`config.mk`:
```
export PLATFORM = sky130hd
export DESIGN_NAME = div_iter_param
export DESIGN_NICKNAME = d
export VERILOG_FILES = /design/src/rtl/div_iter_param.sv
export SDC_FILE = /design/constraint.sdc
export NUM_CORES = 1
export LEC_CHECK = 0
export CORE_UTILIZATION = 25
export CTS_CLUSTER_SIZE = 8
export DETAILED_ROUTE_END_ITERATION = 7
export PLACE_DENSITY = 0.47
export SLEW_MARGIN = 20
export SYNTH_ARGS = -nofsm -noshare
export SYNTH_HDL_FRONTEND = slang
export SYNTH_SLANG_ARGS = --single-unit
```
`constraint.sdc`:
```
create_clock -name clock -period 5.1 [get_ports clock]
set_input_delay 0.765 -clock clock [delete_from_list [all_inputs] [get_ports clock]]
set_output_delay 0.765 -clock clock [all_outputs]
set_load 0.03 [all_outputs]
```
`src/rtl/div_iter_param.sv`:
```
// Radix-2 restoring iterative divider, one op in flight, valid/ready on both sides, flushable.
// Define DIV_ITER_SPECIAL_BYPASS_EN to resolve divide-by-zero and signed overflow at accept.
module div_iter_param #(
  parameter int unsigned WIDTH = 32,
  parameter int unsigned TAG_W = 5
) (
  input  logic             clock,
  input  logic             reset_n,
  input  logic             flush,
  output logic             in_ready,
  input  logic             in_valid,
  input  logic             in_sign,
  input  logic [WIDTH-1:0] in_a,
  input  logic [WIDTH-1:0] in_b,
  input  logic [TAG_W-1:0] in_tag,
  input  logic             out_ready,
  output logic             out_valid,
  output logic [WIDTH-1:0] out_quot,
  output logic [WIDTH-1:0] out_rem,
  output logic [TAG_W-1:0] out_tag
);

  localparam int unsigned CNT_W = $clog2(WIDTH) + 1;
  localparam int unsigned ACC_W = 2 * WIDTH;

  typedef enum logic [1:0] {
    IDLE = 2'd0,
    RUN  = 2'd1,
    HOLD = 2'd2
  } state_t;

  state_t           state;
  state_t           state_nxt;
  logic [CNT_W-1:0] cnt;
  logic [ACC_W-1:0] acc;
  logic [ACC_W-1:0] acc_step;
  logic [WIDTH-1:0] b_mag;
  logic [WIDTH-1:0] q;
  logic [WIDTH-1:0] q_step;
  logic [WIDTH-1:0] a_abs;
  logic [WIDTH-1:0] b_abs;
  logic [WIDTH:0]   diff;
  logic [TAG_W-1:0] tag;
  logic             qs;
  logic             rs;
  logic             accept;
  logic             step_bit;
  logic             a_neg;
  logic             b_neg;
  logic             bypass;
  logic [WIDTH-1:0] bypass_quot;
  logic [WIDTH-1:0] bypass_rem;

  assign a_neg  = in_sign & in_a[WIDTH-1];
  assign b_neg  = in_sign & in_b[WIDTH-1];
  assign a_abs  = a_neg ? WIDTH'(-in_a) : in_a;
  assign b_abs  = b_neg ? WIDTH'(-in_b) : in_b;
  assign accept = (state == IDLE) & in_valid & ~flush;

`ifdef DIV_ITER_SPECIAL_BYPASS_EN
  logic b_zero;
  logic s_ovf;
  assign b_zero      = (in_b == '0);
  assign s_ovf       = in_sign & (in_a == {1'b1, {(WIDTH-1){1'b0}}}) & (in_b == '1);
  assign bypass      = b_zero | s_ovf;
  assign bypass_quot = b_zero ? '1 : in_a;
  assign bypass_rem  = b_zero ? in_a : '0;
`else
  assign bypass      = 1'b0;
  assign bypass_quot = '0;
  assign bypass_rem  = '0;
`endif

  // One restoring step: trial-subtract the divisor from the top of the partial remainder.
  always_comb begin
    diff     = acc[ACC_W-1:WIDTH-1] - {1'b0, b_mag};
    step_bit = ~diff[WIDTH];
    acc_step = {acc[ACC_W-2:0], 1'b0};
    if (step_bit) begin
      acc_step = {diff[WIDTH-1:0], acc[WIDTH-2:0], 1'b0};
    end
    q_step = {q[WIDTH-2:0], step_bit};
  end

  always_comb begin
    state_nxt = state;
    case (state)
      IDLE: if (accept) state_nxt = bypass ? HOLD : RUN;
      RUN: begin
        if (flush) begin
          state_nxt = IDLE;
        end else if (cnt == '0) begin
          state_nxt = HOLD;
        end
      end
      HOLD: if (out_ready | flush) state_nxt = IDLE;
      default: state_nxt = IDLE;
    endcase
  end

  always_ff @(posedge clock or negedge reset_n) begin
    if (!reset_n) begin
      state <= IDLE;
    end else begin
      state <= state_nxt;
    end
  end

  // Datapath; result registers load only on the transition into HOLD.
  always_ff @(posedge clock or negedge reset_n) begin
    if (!reset_n) begin
      in_ready  <= 1'b1;
      out_valid <= 1'b0;
      cnt       <= '0;
      acc       <= '0;
      b_mag     <= '0;
      q         <= '0;
      qs        <= 1'b0;
      rs        <= 1'b0;
      tag       <= '0;
      out_quot  <= '0;
      out_rem   <= '0;
      out_tag   <= '0;
    end else begin
      in_ready  <= (state_nxt == IDLE);
      out_valid <= (state_nxt == HOLD);
      case (state)
        IDLE: begin
          if (accept) begin
            acc   <= {{WIDTH{1'b0}}, a_abs};
            b_mag <= b_abs;
            q     <= '0;
            cnt   <= CNT_W'(WIDTH - 1);
            qs    <= (a_neg ^ b_neg) & (in_b != '0);
            rs    <= a_neg;
            tag   <= in_tag;
            if (bypass) begin
              out_quot <= bypass_quot;
              out_rem  <= bypass_rem;
              out_tag  <= in_tag;
            end
          end
        end
        RUN: begin
          if (!flush) begin
            acc <= acc_step;
            q   <= q_step;
            cnt <= cnt - CNT_W'(1);
            if (cnt == '0) begin
              out_quot <= qs ? WIDTH'(-q_step) : q_step;
              out_rem  <= rs ? WIDTH'(-acc_step[ACC_W-1:WIDTH]) : acc_step[ACC_W-1:WIDTH];
              out_tag  <= tag;
            end
          end
        end
        default: ;
      endcase
    end
  end

endmodule

```
==> flow_metrics.py, run 1 <==
metrics = {
    "outcome": {
        "status": "finished, final reports clean",
    },
    "yosys": {
        "synth_warnings": 0,
        "synth_area_leaders": "dfrtp_1 (40%), o21ai_0 (7.8%), nand2_1 (7.1%)",
        "syn_inst": 1572,
        "yosys.cell_types.count": 82,
        "syn_avg_cell_area_um2": 8.49,
        "syn-cell-area_um2": 13300,
        "ys_seq_area_share_pct": 40.0,
        "synth_ff_type": "dfrtp_1",
        "synth_top_area_share_pct": 39.8,
        "synth_edf_count": 0,
        "ys_async_sr_fraction_pct": 100,
        "synth_top_area_cell": "dfrtp_1",
        "synth_nets": 1685,
        "ys_seq_elements": 213,
    },
    "global_routing": {
        "grt_pass1_vias": 11000,
        "grt_start_max_net_pins": 111,
        "antenna_found_initial": 3,
        "grt_overflow_total": 0,
        "grt_pass1_wl_um": 62600,
        "grt.total_usage_pct": 14.6,
    },
    "place": {
        "post-place-ws_ns": 0.117,
        "port_buffers": 145,
        "dp_hpwl_um": 29100,
        "finalWeightedCongestion": 0.895,
    },
    "layout": {
        "fin_nets": 1800,
        "antennaDiodeCount": 0,
        "drive_gt1_share_pct": 7.34,
        "syn_to_final_growth_pct": 24.3,
        "finish.utilization_pct": 31.5,
        "n_fill_cell": 5498,
    },
    "die": {
        "core_um2": 52700,
        "dieHeight_um": 233,
        "core.rowCount": 84,
        "die_w_um": 233,
        "initial_utilization_pct": 25.3,
        "ios": 146,
        "die_area_um2": 54300,
    },
    "setup_path": {
        "start_kind": "flop",
        "slowest_delay_ns": 0.54,
        "worstPathRequired_ns": 5.48,
        "reg2reg_depth": 20,
        "worstSetupPathType": "reg2reg",
        "critPathSlowestCell": "or4_4",
        "path_max_fanout": 10,
        "arrival_ns": 5.23,
        "rrSetupSlack_ns": 0.25,
        "crit_chain": "inv_1 > ha_1 > fa_2 > nand2b_4 > a211oi_4 > o21ai_2 > a2111o_1 > o211a_2 > inv_4 > nor2_1 > a21oi_2 > ha_2 > nand2_1 > or4bb_1 > or4_4 > o32ai_4 > nand3_4 > o31ai_2 > xnor2_1 > o21ai_1",
        "r2r-start": "acc[31]",
        "end_kind": "flop",
        "critPathBufInv": 2,
        "r2r-end": "out_rem[28]",
        "path_delay_family": "compound AO/OA/AOI/OAI gates",
    },
    "timing": {
        "clock_skew_ns": 0.0259,
        "hold_slack_ns": 0.230,
        "layout_worst_path_cycle_share_pct": 95.0,
        "final_hold_viol_count": 0,
        "rsz0062_at_grt": "no",
        "tightest_slew_ns": 0.996,
        "setup_viol": 0,
        "maxSlewHeadroom_pct": 33.4,
        "setup_slack_ns": 0.253,
        "fmax_ghz": 0.206,
        "drv_slew": 0,
        "tns_ns": 0,
        "layout_min_cycle_time_ns": 4.85,
    },
    "power": {
        "power.share.combinational_pct": 55.6,
        "power_density_nw_per_um2": 600,
        "total_power_uw": 9950,
        "ir_drop_mv": 0.269,
        "p_clk_share_pct": 21.7,
        "internal_power_uw": 5380,
        "p_seq_share_pct": 22.7,
        "p_sw_share_pct": 46.0,
        "switchingPower_uw": 4580,
        "p_leak_uw": 0.00704,
    },
    "route": {
        "drc": 0,
        "drt_iter0_markers": 633,
        "vias_per_cell": 4.83,
        "wl_per_cell_um": 16.5,
        "dr.pass1.iters": 7,
        "num_vias": 11500,
        "wl_um": 39400,
        "ant_nets": 0,
    },
    "cts": {
        "cts-root-buf": "clkbuf_16",
        "clkLatencyLatePin_ns": 0.54,
        "cts_buffer_depth": 3,
        "path_clk_slew_ns": 0.05,
        "cts_tree": "yes",
        "numCtsBuffers": 34,
        "h-tree-depth": 2,
        "cts.sinks": 213,
    },
    "job": {
        "maxCapViolCount": 0,
    },
    "min_path": {
        "hp-class": "in2async",
    },
}
==> power groups by stage <==
stage / Sequential [µW] / Combinational [µW] / Clock (µW)
after floorplan: 2170 / 4160 / 0
after global placement: 2270 / 5500 / 0
after detailed placement: 2280 / 5500 / 0
after CTS: 2260 / 5520 / 2250
after global routing: 2310 / 6110 / 2310
final: 2260 / 5540 / 2160
==> worst max-delay path by stage <==
stage / slack [ns] / start / depth (start not counted) / endpoint
floorplan: 0.02 / acc[31] / 24 / out_rem[28]
global placement: 0.21 / acc[31] / 20 / out_rem[28]
detailed placement: 0.12 / acc[31] / 20 / out_rem[28]
CTS: 0.13 / acc[31] / 20 / out_rem[28]
global route: 0.01 / acc[31] / 19 / out_rem[28]
finish: 0.25 / acc[31] / 20 / out_rem[28]
==> worst register-to-register path: cells and delay by family (launching register included) <==
| kind | cells | cell delay (ns) |
|---|---|---|
| AO/OA/AOI/OAI | 8 | 1.69 |
| XOR/XNOR | 1 | 0.15 |
| adder cells (fa/ha/maj) | 3 | 0.85 |
| buffers and inverters | 2 | 0.17 |
| flip-flops | 1 | 0.34 |
| AND/OR/NAND/NOR | 6 | 1.51 |
==> flip-flops by register name, summed over array words and instances, names as in the netlist <==
signal and count:
tag 5, acc 64, out_valid 1, in_ready 1
state 2, out_tag 5, b_mag 32, rs 1
out_rem 32, qs 1, out_quot 32, cnt 6
q 31
==> synth_stat cells (18+ instances only) <==
master	number
xnor2_1	54
a21oi_1	99
a22o_1	32
nand3_1	22
ha_1	37
nor3_1	38
o21ai_0	207
or4_1	18
inv_1	55
nand2_1	252
clkbuf_1	66
xor2_1	84
dfrtp_1	212
o31ai_1	27
nor2_1	101
==> what timing repair did <==
| action | in CTS | in global routing |
|---|---|---|
| hold buffers | 0 | 0 |
| resized for setup | 0 | 3 |
| setup endpoints to repair | 0 | 5 |
| setup buffers | 0 | 1 |
==> placed cells by master (no fill, tap or decap), types with 12 or more instances in the layout <==
cell type | synthesis | layout
o21ai_0 | 207 | 206
xor2_1 | 84 | 84
xnor2_1 | 54 | 54
clkdlybuf4s50_1 | 0 | 144
nand3_1 | 22 | 22
inv_1 | 55 | 55
o21ai_1 | 13 | 14
clkbuf_16 | 0 | 35
or4_1 | 18 | 18
o31ai_1 | 27 | 27
ha_1 | 37 | 36
nor4_1 | 12 | 12
dfrtp_1 | 212 | 212
a21o_1 | 14 | 14
buf_4 | 2 | 20
mux2i_1 | 16 | 16
a22o_1 | 32 | 32
or3_1 | 16 | 16
nor3_1 | 38 | 38
a21oi_1 | 99 | 97
nand2_1 | 252 | 251
a31oi_1 | 12 | 12
nor2_1 | 101 | 99
==> kinds of logic (layout without fill, tap and decap cells) <==
logic type                 count (synthesis)  count (layout)  share of synthesized area (%)
and+or+nand+nor                          525             525                           18.0
AOI/OAI and AO/OA                        488             488                           23.1
DFF                                      213             213                           40.0
buffers and inverters                    144             274                           4.25
xor gates and xnor gates                 138             138                           9.06
adders and majority gates                 38              38                           3.62
muxes                                     26              26                           2.04
==> cell type report <==
cell class / count / area, µm² / share of cell area [%]
Inverter: 56 / 213 / 1.28
Clock buffer: 46 / 947 / 5.71
Tap cell: 688 / 861 / 5.19
Timing Repair Buffer: 167 / 1650 / 9.93
Clock inverter: 5 / 68.8 / 0.415
Sequential cell: 213 / 5330 / 32.1
Multi-Input combinational cell: 1215 / 7520 / 45.3
==> per-layer routing <==
metal,GRT usage [%],up-vias,share of wire (%)
met3,3.08,49,5.2
li1,-,5799,-
met5,0,-,0.061
met1,20.7,5471,49
met4,4.43,4,2.0
met2,22.0,211,44
==> through the flow <==
stage,cell area (µm²),std cells
after CTS,16600,2389
after detailed placement,15600,2338
after floorplan,13400,1572
final,16600,2390
after global routing,16600,2390
after global placement,15600,2338
Note: power is estimated with default switching activity, not from simulation.
==> run 2, diff against run 1 <==
--- a/config.mk
+++ b/config.mk
@@ -9,7 +9,9 @@
 export CTS_CLUSTER_SIZE = 8
 export DETAILED_ROUTE_END_ITERATION = 7
 export PLACE_DENSITY = 0.47
+export SKIP_CTS_REPAIR_TIMING = 1
 export SLEW_MARGIN = 20
 export SYNTH_ARGS = -nofsm -noshare
 export SYNTH_HDL_FRONTEND = slang
 export SYNTH_SLANG_ARGS = --single-unit
+export TNS_END_PERCENT = 5
==> run 2 against run 1 <==
Net effect:
- critical path type unchanged
- first-iteration DRC count rose by 8.8%
- power barely moved
- critical path depth did not move
- critical endpoint unchanged
- largest power group unchanged
==> flow_metrics.py, run 2 (same netlist as run 1, synthesis figures left out) <==
metrics = {
    "global_routing": {
        "grt_start_max_net_pins": 111,
        "grt_overflow_total": 0,
        "grt_pass1_vias": 11000,
        "grt_pass1_wl_um": 62600,
        "antenna_found_initial": 3,
        "grt.total_usage_pct": 14.6,
    },
    "layout": {
        "final_common_cell": "nand2_1",
        "drive_gt1_share_pct": 7.29,
        "regMostFlops": "acc",
        "finish.utilization_pct": 31.5,
        "fin_nets": 1800,
        "multi_input_area_um2": 7510,
        "n_fill_cell": 5498,
        "largest_reg_flops": 64,
        "antennaDiodeCount": 0,
        "final_cell_count_no_fill": 2390,
        "register_area_um2": 5330,
        "syn_to_final_growth_pct": 24.2,
        "final_cell_mix": "nand2_1 (251), dfrtp_1 (212), o21ai_0 (206), clkdlybuf4s50_1 (144), nor2_1 (99)",
    },
    "cts": {
        "clkLatencyLatePin_ns": 0.54,
        "cts_tree": "yes",
        "cts.sinks": 213,
        "cts_buffer_depth": 3,
        "cts-root-buf": "clkbuf_16",
        "numCtsBuffers": 34,
        "path_clk_slew_ns": 0.05,
        "h-tree-depth": 2,
    },
    "route": {
        "drc": 0,
        "drt_iter0_markers": 689,
        "vias_per_cell": 4.81,
        "ant_nets": 0,
        "wl_um": 39500,
        "wl_per_cell_um": 16.5,
        "dr.pass1.iters": 7,
        "num_vias": 11500,
    },
    "timing": {
        "clock_skew_ns": 0.0255,
        "setup_slack_ns": 0.219,
        "tightest_slew_ns": 0.987,
        "layout_min_cycle_time_ns": 4.88,
        "drv_slew": 0,
        "final_hold_viol_count": 0,
        "layout_worst_path_cycle_share_pct": 95.7,
        "tns_ns": 0,
        "setup_viol": 0,
        "rsz0062_at_grt": "yes",
        "maxSlewHeadroom_pct": 34.0,
        "fmax_ghz": 0.205,
    },
    "setup_path": {
        "crit_chain": "inv_1 > ha_1 > fa_2 > nand2b_4 > a211oi_4 > o21ai_2 > a2111o_1 > o211a_2 > inv_2 > nor2_1 > a21oi_2 > ha_2 > nand2_1 > or4bb_1 > or4_4 > o32ai_4 > nand3_4 > o31ai_2 > xnor2_1 > o21ai_1",
        "path_max_fanout": 10,
        "critPathSlowestCell": "or4_4",
        "worstSetupPathType": "reg2reg",
        "slowest_delay_ns": 0.54,
        "startpoint": "acc[31]",
        "arrival_ns": 5.26,
        "r2r-start": "acc[31]",
        "start_kind": "flop",
        "worstPathRequired_ns": 5.48,
        "end_kind": "flop",
    },
    "die": {
        "dieHeight_um": 233,
        "initial_utilization_pct": 25.3,
        "die_area_um2": 54300,
        "core.rowCount": 84,
        "die_w_um": 233,
        "ios": 146,
        "core_um2": 52700,
    },
    "min_path": {
        "hp-class": "in2async",
    },
    "outcome": {
        "status": "finished, final reports clean",
    },
    "place": {
        "port_buffers": 145,
        "finalWeightedCongestion": 0.895,
        "place_inst": 2338,
        "post-place-ws_ns": 0.117,
        "dp_hpwl_um": 29100,
    },
    "power": {
        "ir_drop_mv": 0.298,
        "p_leak_uw": 0.00703,
        "power_density_nw_per_um2": 600,
    },
    "job": {
        "maxCapViolCount": 0,
    },
}
run 2: cell types whose count changed in the layout (fill, tap and decap cells not counted):
cell	delta
a2111oi_1	+1
a2111oi_2	-1
inv_2	+1
inv_4	-1
run 2: critical path, delay by kind of cell, from the launching register on:
family | cells | cell delay, ns
AOI/OAI and AO/OA | 8 | 1.69
xor gates and xnor gates | 1 | 0.15
adders and majority gates | 3 | 0.85
buffers and inverters | 2 | 0.22
DFF | 1 | 0.34
and+or+nand+nor | 6 | 1.50
run 2: per-stage QoR:
step                      power, µW  hold WS, ns  instance area (µm²)
final                          9950        0.229                16600
after global routing          10700        0.311                16600
after CTS                     10000        0.281                16600
after detailed placement       7790        0.466                15600
after global placement         7770        0.456                15600
after floorplan                6330        0.442                13400
run 2: power by group:
part           internal [µW]  leakage (µW)  switching, µW
clock network           1340      0.000499            820
registers               1960       0.00283            295
logic                   2070       0.00370           3460
run 2: worst paths after layout:
path | endpoint | slack, ns | cells after the start
worst min-delay path | b_mag[4] | 0.23 | 1
worst max-delay path | out_rem[28] | 0.22 | 20
max in group asynchronous | q[12] | 3.77 | 2
worst min register to register | out_rem[2] | 0.47 | 2
min in group clock | out_rem[2] | 0.47 | 2
worst max register to register | out_rem[28] | 0.22 | 20
run 2: metal layers:
layer	routed length [µm]	vias up	GRT usage (%)
met2	17300	205	22.0
met3	2030	49	3.08
met5	27	-	0
met4	801	4	4.43
li1	-	5808	-
met1	19400	5433	20.7
run 2: cell type report:
| cell class | instances | area share, % |
|---|---|---|
| multi-input cells | 1215 | 45.3 |
| flip-flops and latches | 213 | 32.2 |
| well taps | 688 | 5.19 |
| repair buffers | 167 | 9.93 |
| inverters | 56 | 1.27 |
| clock inverters | 5 | 0.415 |
| clock buffers | 46 | 5.71 |
